===== config.mk =====
export PLATFORM = sky130hd
export DESIGN_NAME = keypad_encoder
export DESIGN_NICKNAME = d
export VERILOG_FILES = /design/src/rtl/keypad_encoder.sv
export SDC_FILE = /design/constraint.sdc
export NUM_CORES = 1
export LEC_CHECK = 0
export ABC_CLOCK_PERIOD_IN_PS = 1970
export CORE_ASPECT_RATIO = 0.5
export CORE_MARGIN = 2
export CORE_UTILIZATION = 40
export CTS_BUF_LIST = sky130_fd_sc_hd__clkbuf_2 sky130_fd_sc_hd__clkbuf_4 sky130_fd_sc_hd__clkbuf_8
export CTS_CLUSTER_SIZE = 8
export DETAILED_ROUTE_END_ITERATION = 7
export PLACE_DENSITY = 0.62
export SETUP_SLACK_MARGIN = 0.1
export SYNTH_ARGS = -nofsm -noshare
export SYNTH_HDL_FRONTEND = slang
export SYNTH_SLANG_ARGS = --single-unit

===== constraint.sdc =====
create_clock -name clk -period 1.97 [get_ports clk]
set_input_delay 0.2955 -clock clk [delete_from_list [all_inputs] [get_ports clk]]
set_output_delay 0.2955 -clock clk [all_outputs]
set_load 0.05 [all_outputs]

===== src/rtl/keypad_encoder.sv =====
// keypad_encoder: 16-line keypad front end.
// Raw key lines are synchronized, priority-encoded (highest line wins),
// debounced on both press and release, and reported as a one-cycle
// `pressed` strobe with the key code on `buttonBus`.
//
// Optional feature: define KEYPAD_REPEAT_EN to enable auto-repeat for the
// UP (4'hC) and DOWN (4'hD) keys while they are held. Without the macro the
// HELD state never strobes and REPEAT_CYCLES is not used by the datapath.
//
// Handshake: there is no ready/backpressure. `pressed` is a one-cycle valid
// strobe; `buttonBus` carries the code only in that cycle and is 4'h0 at all
// other times. A consumer must sample both on the same rising edge.
module keypad_encoder #(
  parameter logic [15:0] DEBOUNCE_CYCLES = 16'd1000,
  parameter logic [15:0] REPEAT_CYCLES   = 16'd50000
) (
  input  logic        clk,
  input  logic        rst,
  input  logic [15:0] keys,
  output logic [3:0]  buttonBus,
  output logic        pressed,
  output logic        keyHeld
);

  // Zero is the only out-of-range value for a 16-bit count; catch it at
  // elaboration so a bad configuration never silently wraps the counter.
  if (DEBOUNCE_CYCLES == 16'd0) begin : g_bad_debounce
    $error("keypad_encoder: DEBOUNCE_CYCLES must be in 1..65535");
  end
  if (REPEAT_CYCLES == 16'd0) begin : g_bad_repeat
    $error("keypad_encoder: REPEAT_CYCLES must be in 1..65535");
  end

  localparam logic [15:0] DEBOUNCE_LAST = DEBOUNCE_CYCLES - 16'd1;
`ifdef KEYPAD_REPEAT_EN
  localparam logic [15:0] REPEAT_LAST   = REPEAT_CYCLES - 16'd1;
`endif

  typedef enum logic [1:0] {
    S_IDLE     = 2'd0,
    S_DEBOUNCE = 2'd1,
    S_HELD     = 2'd2,
    S_RELEASE  = 2'd3
  } state_t;

  // ------------------------------------------------------------------
  // Synchronizer
  // ------------------------------------------------------------------
  logic [15:0] sync1_q;
  logic [15:0] sync2_q;
  logic [15:0] syncKeys;

  // Two flops per line bring the asynchronous key inputs into clk domain.
  always_ff @(posedge clk) begin
    if (rst) begin
      sync1_q <= 16'h0000;
      sync2_q <= 16'h0000;
    end else begin
      sync1_q <= keys;
      sync2_q <= sync1_q;
    end
  end

  assign syncKeys = sync2_q;

  // ------------------------------------------------------------------
  // Priority encoder
  // ------------------------------------------------------------------
  logic [3:0] enc_code;
  logic       any_valid;

  // Scan upward so the highest set line is the last one written and wins.
  always_comb begin
    enc_code = 4'h0;
    for (int i = 0; i < 16; i++) begin
      if (syncKeys[i]) begin
        enc_code = 4'(i);
      end
    end
  end

  assign any_valid = |syncKeys;

  // ------------------------------------------------------------------
  // Debounce FSM
  // ------------------------------------------------------------------
  state_t      state_q, state_d;
  logic [15:0] cnt_q, cnt_d;
  logic [3:0]  cand_q, cand_d;
  logic [3:0]  bus_q, bus_d;
  logic        pressed_q, pressed_d;
  logic        held_q, held_d;

  // State, counter, candidate code and registered outputs.
  always_ff @(posedge clk) begin
    if (rst) begin
      state_q   <= S_IDLE;
      cnt_q     <= 16'h0000;
      cand_q    <= 4'h0;
      bus_q     <= 4'h0;
      pressed_q <= 1'b0;
      held_q    <= 1'b0;
    end else begin
      state_q   <= state_d;
      cnt_q     <= cnt_d;
      cand_q    <= cand_d;
      bus_q     <= bus_d;
      pressed_q <= pressed_d;
      held_q    <= held_d;
    end
  end

  // Next-state and next-output logic; the strobe defaults low every cycle
  // so `pressed` can only ever be a single-cycle pulse.
  always_comb begin
    state_d   = state_q;
    cnt_d     = cnt_q;
    cand_d    = cand_q;
    bus_d     = 4'h0;
    pressed_d = 1'b0;

    unique case (state_q)
      S_IDLE: begin
        cnt_d = 16'h0000;
        if (any_valid) begin
          state_d = S_DEBOUNCE;
          cand_d  = enc_code;
        end
      end

      S_DEBOUNCE: begin
        if (!any_valid || (enc_code != cand_q)) begin
          // Bounce or a different key: start over from IDLE.
          state_d = S_IDLE;
          cnt_d   = 16'h0000;
        end else if (cnt_q == DEBOUNCE_LAST) begin
          state_d   = S_HELD;
          cnt_d     = 16'h0000;
          pressed_d = 1'b1;
          bus_d     = cand_q;
        end else begin
          cnt_d = cnt_q + 16'd1;
        end
      end

      S_HELD: begin
        if (!any_valid) begin
          state_d = S_RELEASE;
          cnt_d   = 16'h0000;
        end else begin
`ifdef KEYPAD_REPEAT_EN
          // Only UP/DOWN repeat, and only while the same key stays on top.
          if ((enc_code == cand_q) && ((cand_q == 4'hC) || (cand_q == 4'hD))) begin
            if (cnt_q == REPEAT_LAST) begin
              // Hold off one cycle if the previous cycle already strobed,
              // which only matters for REPEAT_CYCLES == 1.
              if (!pressed_q) begin
                pressed_d = 1'b1;
                bus_d     = cand_q;
                cnt_d     = 16'h0000;
              end
            end else begin
              cnt_d = cnt_q + 16'd1;
            end
          end else begin
            cnt_d = 16'h0000;
          end
`else
          // Code changes while held are ignored; nothing strobes here.
          cnt_d = 16'h0000;
`endif
        end
      end

      S_RELEASE: begin
        if (any_valid) begin
          // Key came back before the release settled: same press, no strobe.
          state_d = S_HELD;
          cnt_d   = 16'h0000;
        end else if (cnt_q == DEBOUNCE_LAST) begin
          state_d = S_IDLE;
          cnt_d   = 16'h0000;
        end else begin
          cnt_d = cnt_q + 16'd1;
        end
      end

      default: begin
        state_d = S_IDLE;
        cnt_d   = 16'h0000;
      end
    endcase

    held_d = (state_d == S_HELD) || (state_d == S_RELEASE);
  end

  assign buttonBus = bus_q;
  assign pressed   = pressed_q;
  assign keyHeld   = held_q;

endmodule


==> results by group <==
Routing
  – WL met2: 2.08 mm
  – Drt pass-1 iters: 4
  – Met3 WL: 166 µm
  – Residual DRC count: 0
  – Per-cell routed wire length: 11.7 µm
  – Post-route ant nets: 0
  – Vias: about 1.8k
  – Routed WL: 4.26 mm
  – Drt initial violations: 39
  – Wire length on met1: 1.94 mm
  – Top layer used by detailed routing: met4
  – Routed vias/inst: 4.87

CTS
  – Max Root-Sink Buffers: 2
  – Root buf cell: clkbuf_8
  – Clk slew on worst S/H paths: around 0.06 ns
  – CTS sink count: 59
  – Clk_lat worst skew: 0.33 ns
  – CTS tree: built
  – # H-tree levels: 3
  – Post-CTS Hold Buffers: 0
  – CTS buffer count: 9

Global routing
  – Grt ovf: 0
  – Gr usage total: 0.149
  – First-pass GRT wire length: 7.49 mm
  – Number of global-route vias before repair: 1751
  – Largest net degree at the start of global routing: 32
  – Initial antenna violation count: 0

Worst setup path
  – Max Fanout on Critical Path: 5
  – CP max stage delay: 0.56 ns
  – Worst path required time: 2.21 ns
  – Kind of critical path: reg -> reg
  – RR Startpoint: sync2_q[9]
  – Crit path cell chain: or4_4 > nor4b_4 > a21oi_2 > o31ai_4 > a31oi_4 > buf_6 > nor4_2
  – Worst Setup End Kind: register
  – Slowest cell on crit path: or4_4
  – Startpoint Class: register
  – R2R Setup Slk: -0.12 ns
  – CP Data Arrival Time: 2.34 ns
  – Crit path max-delay family: simple AND/OR/NAND/NOR gates
  – Reg2reg end: cnt_q[0]
  – Crit path buf inv count: 1
  – Reg2Reg Depth: 7

Yosys
  – Yosys cell types: 40
  – Cell Area, Synth: 2290 µm²
  – Post-synth EDFFs: 0
  – Post-synth top area share: 0.516
  – YS warnings: 0
  – Synth top cells by count: 59 x dfxtp_1, 34 x nor2b_1, 17 x nor3_1, 14 x nor2_1
  – Syn Area/Cell: 9.87 µm²
  – Seq/Total Area, Yosys: 0.516
  – Predominant post-synthesis flop cell: dfxtp_1
  – Post-synth net total: ~250
  – Top-count cell post-synth: dfxtp_1
  – Post-Synthesis Cells: 232
  – Area leader, netlist: dfxtp_1
  – Largest cells by area after synthesis: dfxtp_1 52%, nor2b_1 9.3%, xor2_1 3.8%
  – #FFs+latches synth: 59
  – Post-synth ARST share: 0

Die
  – Die outline height: 57.5 µm
  – Starting density of the core: 0.417
  – Io pins: 24
  – Die Wd: 111 µm
  – Rows: 19
  – Core Footprint: 5490 µm²
  – Die area: ~6400 µm²

STA
  – Worst setup margin: -0.123 ns
  – Period utilisation layout: 1.06
  – Worst rel slew slack: 0.527
  – Final Slew Violations: 0
  – Slew @ Worst Pin: around 0.7 ns
  – Setup Viol. Count Final: 22
  – Max Clk Rate: roughly 480 MHz
  – Final Skew: around 0.0065 ns
  – Fin crit period: 2.09 ns
  – RSZ-0062 raised after global routing: true
  – Final hold violations: 0

Placed design
  – Final HPWL DP: a little under 3 mm
  – Buffers on Ports: 23
  – Placed inst area: 2820 µm²
  – Placer Congestion: 0.841
  – Number of instances in the placed design: 342

Flow run
  – MaxCap Viol Count: 0

Final layout
  – Fraction of layout cells with a size suffix above 1: 0.302
  – Design area: around 3300 µm²
  – # diodes: 0
  – Area Overhead vs Synth: 43.3%
  – Non-Filler Instances: between 300 and 400
  – Layout Nets: 305

Min path
  – Hold Path Depth: 1
  – Worst Hold Class: reg -> reg
  – Hold Path End: sync2_q[3]
  – Beginning of the worst hold path: sync1_q[3]

Power and ir drop
  – Maximum VDD drop: 512 µV
  – P_leak: about 1.2 nW
  – PD cells: 900 nW/µm²

Run status
  – Status: complete, but fails checks
  – Failing checks: negative setup slack
-- kinds of logic (layout without fill, tap and decap cells) --
group / Yosys count / in the layout / synth area share
AND/OR/NAND/NOR: 113 / 113 / 0.298
flip-flops: 59 / 59 / 0.516
AO/OA/AOI/OAI: 26 / 26 / 0.0896
buffers and inverters: 18 / 77 / 0.0328
XOR/XNOR: 14 / 14 / 0.0535
adder cells (fa/ha/maj): 1 / 1 / 0.00546
multiplexers: 1 / 1 / 0.00437
-- per-stage QoR --
step / util / hold WS, ns / worst slack, ns / power [W] / setup TNS, ns
2_1_floorplan: - / 0.414 / -0.0672 / 0.00147 / -0.612
3_3_place_gp: 0.514 / 0.420 / -0.205 / 0.00157 / -2.99
3_5_place_dp: 0.514 / 0.421 / -0.275 / 0.00158 / -4.29
4_1_cts: 0.579 / 0.436 / -0.0911 / 0.00296 / -1.07
5_1_grt: 0.598 / 0.452 / -0.185 / 0.00309 / -3.61
6_report: 0.598 / 0.434 / -0.123 / 0.00295 / -1.97
-- sequential cells by signal, indices dropped and copies added (netlist names) --
signal     flops
state_q        2
buttonBus      4
cand_q         4
sync1_q       16
sync2_q       16
pressed        1
cnt_q         16
-- report_power, final --
part / leakage (nW) / internal [W] / switching (W)
sequential: 0.485 / 0.00124 / 0.0000363
clock: 0.124 / 0.000903 / 0.000439
combinational: 0.554 / 0.000185 / 0.000151
-- layout by cell type (no fill, tap or decap), types with 4 or more instances in the layout --
cell / synthesis / routed
dfxtp_1: 59 / 55
nor2b_1: 34 / 34
buf_4: 0 / 23
clkdlybuf4s50_1: 0 / 21
nor2_1: 14 / 12
nor3_2: 0 / 11
xor2_1: 10 / 10
clkbuf_8: 0 / 10
nand3_1: 10 / 9
inv_1: 9 / 9
nand2_1: 6 / 6
a21oi_1: 7 / 6
nor4_4: 1 / 5
nor3_1: 17 / 5
buf_6: 1 / 5
nor4_2: 2 / 4
xnor2_1: 4 / 4
dfxtp_2: 0 / 4
-- how the worst max path moves through the flow --
stage	to	slack, ns	depth (start not counted)	from
final	cnt_q[0]	-0.12	7	sync2_q[9]
after global routing	cnt_q[0]	-0.18	7	sync2_q[9]
after CTS	cnt_q[6]	-0.09	7	sync2_q[10]
after detailed placement	cnt_q[7]	-0.27	9	sync2_q[11]
after global placement	buttonBus[3]	-0.21	9	sync2_q[11]
after floorplan	cnt_q[15]	-0.07	7	sync2_q[12]
-- area by class of cell --
cell class | instances | area [µm²]
Fill cell | 470 | 2210
Clock inverter | 4 | 97.6
Sequential cell | 59 | 1190
Clock buffer | 12 | 153
Timing Repair Buffer | 52 | 473
Multi-Input combinational cell | 155 | 1250
Tap cell | 73 | 91.3
Inverter | 9 | 33.8
-- per-layer routing --
layer  global-route usage  vias up
met5                    0        -
met4               0.0804        0
met3               0.0499        7
met2                0.258       27
met1                0.167      815
li1                     -      925
-- what timing repair did --
item | in CTS | in global routing
setup buffers | 2 | 4
pin swaps | 5 | 7
gates resized for setup | 22 | 12
setup endpoints to repair | 25 | 27
Power figures use the tool's default switching activity.
